`config.mk`:
```
export PLATFORM = sky130hd
export DESIGN_NAME = majority_logic_primitive
export DESIGN_NICKNAME = d
export VERILOG_FILES = /design/src/rtl/majority_logic_primitive.sv
export SDC_FILE = /design/constraint.sdc
export NUM_CORES = 1
export LEC_CHECK = 0
export ABC_AREA = 0
export CAP_MARGIN = 20
export CORE_AREA = 2 2 39 41
export DETAILED_ROUTE_END_ITERATION = 6
export DIE_AREA = 0 0 41 43
export PLACE_DENSITY_LB_ADDON = 0.1
export RECOVER_POWER = 25
export SYNTH_ARGS = -nofsm -noshare
export SYNTH_HDL_FRONTEND = slang
export SYNTH_SLANG_ARGS = --single-unit
```
`constraint.sdc`:
```
create_clock -name clk -period 1.46 [get_ports clk]
set_input_delay 0.146 -clock clk [delete_from_list [all_inputs] [get_ports clk]]
set_output_delay 0.146 -clock clk [all_outputs]
set_load 0.01 [all_outputs]
```
`src/rtl/majority_logic_primitive.sv`:
```
// Bitwise 4-input threshold voter with a combinational result and a registered
// copy (result, 2-of-4 tie flag, valid strobe) for synchronous consumers.
module majority_logic_primitive #(
  parameter int WIDTH     = 1,
  parameter int THRESHOLD = 3
) (
  input  logic             clk,
  input  logic             rst_n,
  input  logic [WIDTH-1:0] a,
  input  logic [WIDTH-1:0] b,
  input  logic [WIDTH-1:0] c,
  input  logic [WIDTH-1:0] d,
  input  logic             in_valid,
  output logic [WIDTH-1:0] y,
  output logic [WIDTH-1:0] y_q,
  output logic [WIDTH-1:0] tie_q,
  output logic             out_valid
);

  if (THRESHOLD < 1 || THRESHOLD > 4) begin : g_bad_threshold
    $error("majority_logic_primitive: THRESHOLD must be in 1..4");
  end

  if (WIDTH < 1) begin : g_bad_width
    $error("majority_logic_primitive: WIDTH must be at least 1");
  end

  // OR of ANDs over every input subset of size >= THRESHOLD. Being monotone,
  // unknown inputs only yield x when the known ones cannot decide the vote.
  function automatic logic vote(input logic [3:0] v);
    logic       acc;
    logic       term;
    logic [3:0] sel;
    acc = 1'b0;
    for (int m = 1; m < 16; m++) begin
      sel = 4'(m);
      if ($countones(sel) >= THRESHOLD) begin
        term = 1'b1;
        for (int k = 0; k < 4; k++) begin
          if (sel[k]) term = term & v[k];
        end
        acc = acc | term;
      end
    end
    return acc;
  endfunction

  function automatic logic [2:0] count_ones(input logic [3:0] v);
    return {2'b00, v[0]} + {2'b00, v[1]} + {2'b00, v[2]} + {2'b00, v[3]};
  endfunction

  logic [WIDTH-1:0] tie;

  for (genvar i = 0; i < WIDTH; i++) begin : g_lane
    always_comb begin
      y[i]   = vote({d[i], c[i], b[i], a[i]});
      tie[i] = (count_ones({d[i], c[i], b[i], a[i]}) == 3'd2);
    end
  end

  // Results only advance on qualified samples; the strobe tracks in_valid.
  always_ff @(posedge clk or negedge rst_n) begin
    if (!rst_n) begin
      y_q       <= '0;
      tie_q     <= '0;
      out_valid <= 1'b0;
    end else begin
      out_valid <= in_valid;
      if (in_valid) begin
        y_q   <= y;
        tie_q <= tie;
      end
    end
  end

endmodule

```
==> summary by stage <==
Outcome
The flow ran to the end, but the final reports show violations. The final reports fail on negative setup slack.

Logic synthesis
The count of different cell masters after synthesis is 11. For this run, the register share of the synthesized area comes to 0.382. By area, the combinational part of the netlist is dominated by adder cells. The synthesized netlist occupies a cell area of 196 sq um. The proportion of synthesized area in mux cells is 0.0573.

The post-synthesis instance total is 19. Averaged over all synthesized cells, the footprint is between 10 and 15 sq um. The adder and majority gate portion of the synthesized area is 0.293. The number of storage elements in the synthesis netlist is 3. Of the total synthesized cell area, the portion taken by AND, OR, NAND and NOR gates is 0.0764. The post-synthesis compound-gate area fraction is 0.0955. The net count after synthesis is 30.

Yosys printed 0 warnings. Of the total synthesized cell area, the portion taken by XOR and XNOR cells is 0.

Clock tree
The clock passes through at most 2 buffers. The TritonCTS sink count is 3. The CTS tree is yes.

Buffers inserted to repair hold after CTS numbered 0. The number of CTS-inserted buffers is 3. The later pin in the worst-skew pair is clocked with a latency of between 0.2 and 0.25 ns.

Once the clock tree was built, the setup fixing pass inserted 0 buffers. The tree is rooted in a clkbuf_4. The clock-pin slew on the worst setup and hold paths is 0.04 ns. In this run the number of H-tree levels came out at 1.

Layout
The layout overhead on the synthesized area is 96.8%. The final instance count without filler cells is between 50 and 60. The number of filler instances in the final layout is 147. Summing all multi-input logic gate instances after layout gives 126 sq um. The share of the core filled with cells in the final layout is 0.279. The share of layout cells above drive strength 1 is 0.459. Summing all non-filler instances in the final layout gives an area of 387 sq um.

The most common cell after layout, fill and taps aside is clkdlybuf4s50_1. The library cells used most frequently in the layout, excluding fill and tap cells, are clkdlybuf4s50_1, buf_4, inv_2, clkbuf_4, dfrtp_1. The number of nets in the layout is 49.

In the final layout, flip-flops and latches occupy ~75 sq um. The repair_antennas step left the layout with diodes totalling 0.

Job
The tool flagged a number of max-cap violations equal to 0.

Global routing
The initial antenna violation count is 0. Entering global routing, the biggest net connects 5 pins. The overall overflow remaining after global route is 0. The global-route wire length before repair is between 700 and 800 microns. The total track usage is 0.0663. The via count of the first global-routing pass is around 210.

Setup path
Of all nets on the critical path, the largest fanout is 3. Among all stages on the critical path, the largest delay is contributed by fa_1. The largest single stage delay on the critical path is 0.52 ns. The data arrival time at the worst-slack endpoint is 1.59 ns.

The class of the most critical setup path is in -> reg. STA classifies the critical path endpoint as a register. The worst setup path is launched from an input port.

Walking the worst path, the cells encountered are buf_6 > inv_2 > fa_1 > inv_1 > ha_2 > ha_4 > nor3b_2 > mux2_4. The endpoint required time on the critical path is 1.57 ns.

STA
The post-route worst hold slack is 0.167 ns. In the finished design, the share of the clock period the worst path needs comes to 1.02. The maximum achievable frequency is 674 MHz.

Once routing completed, OpenROAD measured the worst setup slack at -0.0230 ns. Setup violations remaining at the end of the flow were counted as 1. Between clock sinks in the finished design, the worst skew comes to 0 ns.

The final total negative setup slack is -0.0230 ns. The number of max-slew violations in the final report came to 0. Setup repair after global routing could not meet its margin everywhere. The final count of hold timing violations came to 0. The remaining max-slew budget at the tightest pin is 0.869.

For the pin with the worst max-slew slack, the measured transition is a little under 0.2 ns. The time the worst path needs with I/O delays and setup is 1.48 ns.

Routing
After detailed routing, the number of remaining DRC violations is 0. The initial detailed-routing violation count is 0. The remaining number of nets flagged by the antenna check after routing is 0. The number of detailed-route iterations in the first pass is 1. After detailed routing, the total wire length is just over 400 microns. The final routed wire length divided by cell count is approximately 7.7 microns. The via count normalized by instance count is between 3 and 4.

Across all layers, the routed design uses 193 vias.

Floorplan
The die covers between 1500 and 2000 sq um. In this run the horizontal extent of the chip is 41 microns. The effective utilization at floorplan is 0.142.

The floorplan step defined a core boundary enclosing 1380 sq um. 11 I/O pins were placed. The vertical die dimension is 43 microns.

After floorplanning, the core was divided into 14 placement rows.

Placement
The total placed instance area is 349 sq um. The placed cell count is 49. The HPWL after detailed placement is 349 microns. The placer's final routability congestion estimate is 0.602. The count of input and output buffers is 10.

Power and ir drop
The maximum VDD drop is 175 uV. The power density normalized to cell area is 898 nW/um^2. For this design the static power due to leakage is roughly 0.19 nW.

Worst hold path
The path category of the worst min-delay check is in -> async.
worst max-delay path, delay by kind of cell:
family | cells | cell delay (ns)
adders and majority gates | 3 | 0.89
buffers and inverters | 3 | 0.16
muxes | 1 | 0.25
and+or+nand+nor | 1 | 0.14
cells by family (layout without fill, tap and decap cells):
logic type / count (synthesis) / in the layout
and+or+nand+nor: 3 / 3
DFF: 3 / 3
buffers and inverters: 5 / 23
muxes: 1 / 1
adders and majority gates: 4 / 4
AOI/OAI and AO/OA: 3 / 3
cells in the mapped netlist, drive strengths merged:
library cell / number / area (sq um)
inv: 5 / 18.8
dfrtp: 3 / 75.1
ha: 3 / 37.5
a31oi: 1 / 6.26
fa: 1 / 20.0
mux2: 1 / 11.3
nand2: 1 / 3.75
nor2: 1 / 3.75
nor3b: 1 / 7.51
o211ai: 1 / 7.51
o21ai: 1 / 5.00
routing by layer:
layer  GRT usage  routed length (microns)
met5           0                        0
met3      0.0524                       57
met1      0.0742                      167
met4      0.0400                        0
met2      0.0844                      182
worst paths after layout:
| check | endpoint | cells past startpoint | startpoint | slack [ns] |
|---|---|---|---|---|
| worst max-delay path | tie_q | 8 | d | -0.02 |
| worst min-delay path | y_q | 1 | rst_n | 0.17 |
| worst max register to register | tie_q | 1 | tie_q | 0.71 |
| worst min register to register | tie_q | 1 | tie_q | 0.51 |
| max in group asynchronous | out_valid | 1 | rst_n | 1.14 |
| min in group clk | y_q | 4 | d | 0.33 |
registers in the layout, summed over array words and instances (netlist names):
name	flops
tie_q	1
y_q	1
out_valid	1
through the flow:
step | worst slack [ns] | power (W)
2_1_floorplan | -0.174 | 0.000136
3_3_place_gp | -0.747 | 0.000197
3_5_place_dp | -0.749 | 0.000196
4_1_cts | -0.0173 | 0.000357
5_1_grt | -0.0560 | 0.000390
6_report | -0.0230 | 0.000347
final cells by class:
class | count | area share
repair buffers | 14 | 0.311
multi-input cells | 11 | 0.327
inverters | 5 | 0.0485
flip-flops and latches | 3 | 0.194
well taps | 16 | 0.0518
clock buffers | 4 | 0.0680
what timing repair did:
action | 4_1_cts | 5_1_grt
pin swaps | 1 | 0
setup endpoints to repair | 2 | 1
gates resized for setup | 21 | 0
where the power goes:
group	internal [W]	switching, W	total [W]
Combinational	0.0000656	0.0000399	0.000105
Sequential	0.0000941	0.00000506	0.0000992
Clock	0.000102	0.0000403	0.000143
(Power assumes the default switching activity.)
==> RTL edit, RTL diff (config.mk and constraints unchanged) <==
Put one more register stage on the output `out_valid`, cleared by the reset. The value now appears one clock later. The other outputs are not delayed to match.
--- a/src/rtl/majority_logic_primitive.sv
+++ b/src/rtl/majority_logic_primitive.sv
@@ -17,4 +17,6 @@
   output logic             out_valid
 );
+
+  logic out_valid_s0;
 
   if (THRESHOLD < 1 || THRESHOLD > 4) begin : g_bad_threshold
@@ -64,7 +66,7 @@
       y_q       <= '0;
       tie_q     <= '0;
-      out_valid <= 1'b0;
+      out_valid_s0 <= 1'b0;
     end else begin
-      out_valid <= in_valid;
+      out_valid_s0 <= in_valid;
       if (in_valid) begin
         y_q   <= y;
@@ -74,4 +76,12 @@
   end
 
+  always_ff @(posedge clk or negedge rst_n) begin
+    if (!rst_n) begin
+      out_valid <= '0;
+    end else begin
+      out_valid <= out_valid_s0;
+    end
+  end
+
 endmodule
 
Behaviour: not the same (Yosys sat finds a counterexample within 4 cycles, from zero or initial values and one cycle with rst_n low).
==> RTL edit against the original RTL <==
- worst setup slack improved by 0.024 ns
- sequential cell count rose by 1
- wire length rose by 7.4%
- via count rose by 4.1%
- final cell count rose by 1.9%
- design area rose by 9.1%
- largest power group unchanged
- synthesized area rose by 13%
- global-route usage fell by 0.10 points
- hold slack improved by 0.020 ns
- power rose by 7.1%
- register-to-register slack barely moved
==> RTL edit: results (changes against the original RTL) <==
Run status
  – Status: completed

Drt
  – Wirelength, routed: 438 um (+7.4%)
  – Met2 wire length: 206 um (+13%)
  – Met3 wire length: 41 um (-28%)
  – Avg Vias per Cell: 3.72 (+2.2%)

Global routing
  – Met1 Use GR: 0.0677 (-0.00645)
  – Met3 usage in global routing: 0.0366 (-0.0157)
  – Met2 usage: 0.0875 (+0.00312)
  – GRT Overall Usage: 0.0653 (-0.00101)

Place
  – Placed instance count: 51 (+4.1%)
  – Final Wtd Congestion: 0.654 (+8.7%)
  – Post-Place Setup Slack: -0.726 ns (+0.0233 ns)

Yosys
  – Post-synthesis mux area share: 0.0508 (-0.00648)
  – Post-synthesis adder-cell area fraction: 0.260 (-0.0331)
  – Net Count, Synth: 31 (+3.3%)
  – Synth top area cells: dfrtp_1 (45%), ha_1 (17%), fa_1 (9.0%)
  – Synth Area in Compound Gates: 0.0847 (-0.0108)

Critical path
  – Max FO, Critical Path: 2 (-1)

Power
  – Maximum VDD drop: 0.214 mV (+22%)
  – Clock power share: 0.361 (-0.049)
  – Lkg Pwr: 0.205 nW (+9.2%)
  – Switching share of total power: 0.238 (-0.00802)

Cells and area
  – Fillers: 142 (-3.4%)
  – Fin cells: 54 (+1.9%)

Timing
  – Clock skew: 0.0000379 ns (+0.0000379 ns)
  – Slew Limit Headroom: 0.861 (-0.00775)
==> RTL edit: final cells by class <==
class	instances	area, um2	area share
clock buffers	3	22.5	0.0534
well taps	16	20.0	0.0475
repair buffers	15	134	0.318
flip-flops and latches	4	100	0.237
inverters	5	18.8	0.0445
multi-input cells	11	126	0.300
==> RTL edit: path summary, 6_finish.rpt <==
| check | from | end | slack, ns | depth (start not counted) |
|---|---|---|---|---|
| hold reg to reg | out_valid_s0$_DFF_PN0_ | out_valid$_DFF_PN0_ | 0.35 | 0 |
| max in group asynchronous | rst_n | y_q$_DFFE_PN0P_ | 1.10 | 1 |
| min in group clk | out_valid_s0$_DFF_PN0_ | out_valid$_DFF_PN0_ | 0.35 | 0 |
| hold / removal | rst_n | out_valid$_DFF_PN0_ | 0.19 | 1 |
| setup reg to reg | tie_q$_DFFE_PN0P_ | tie_q$_DFFE_PN0P_ | 0.71 | 1 |
| setup / recovery | d | tie_q$_DFFE_PN0P_ | 0.0006 | 8 |
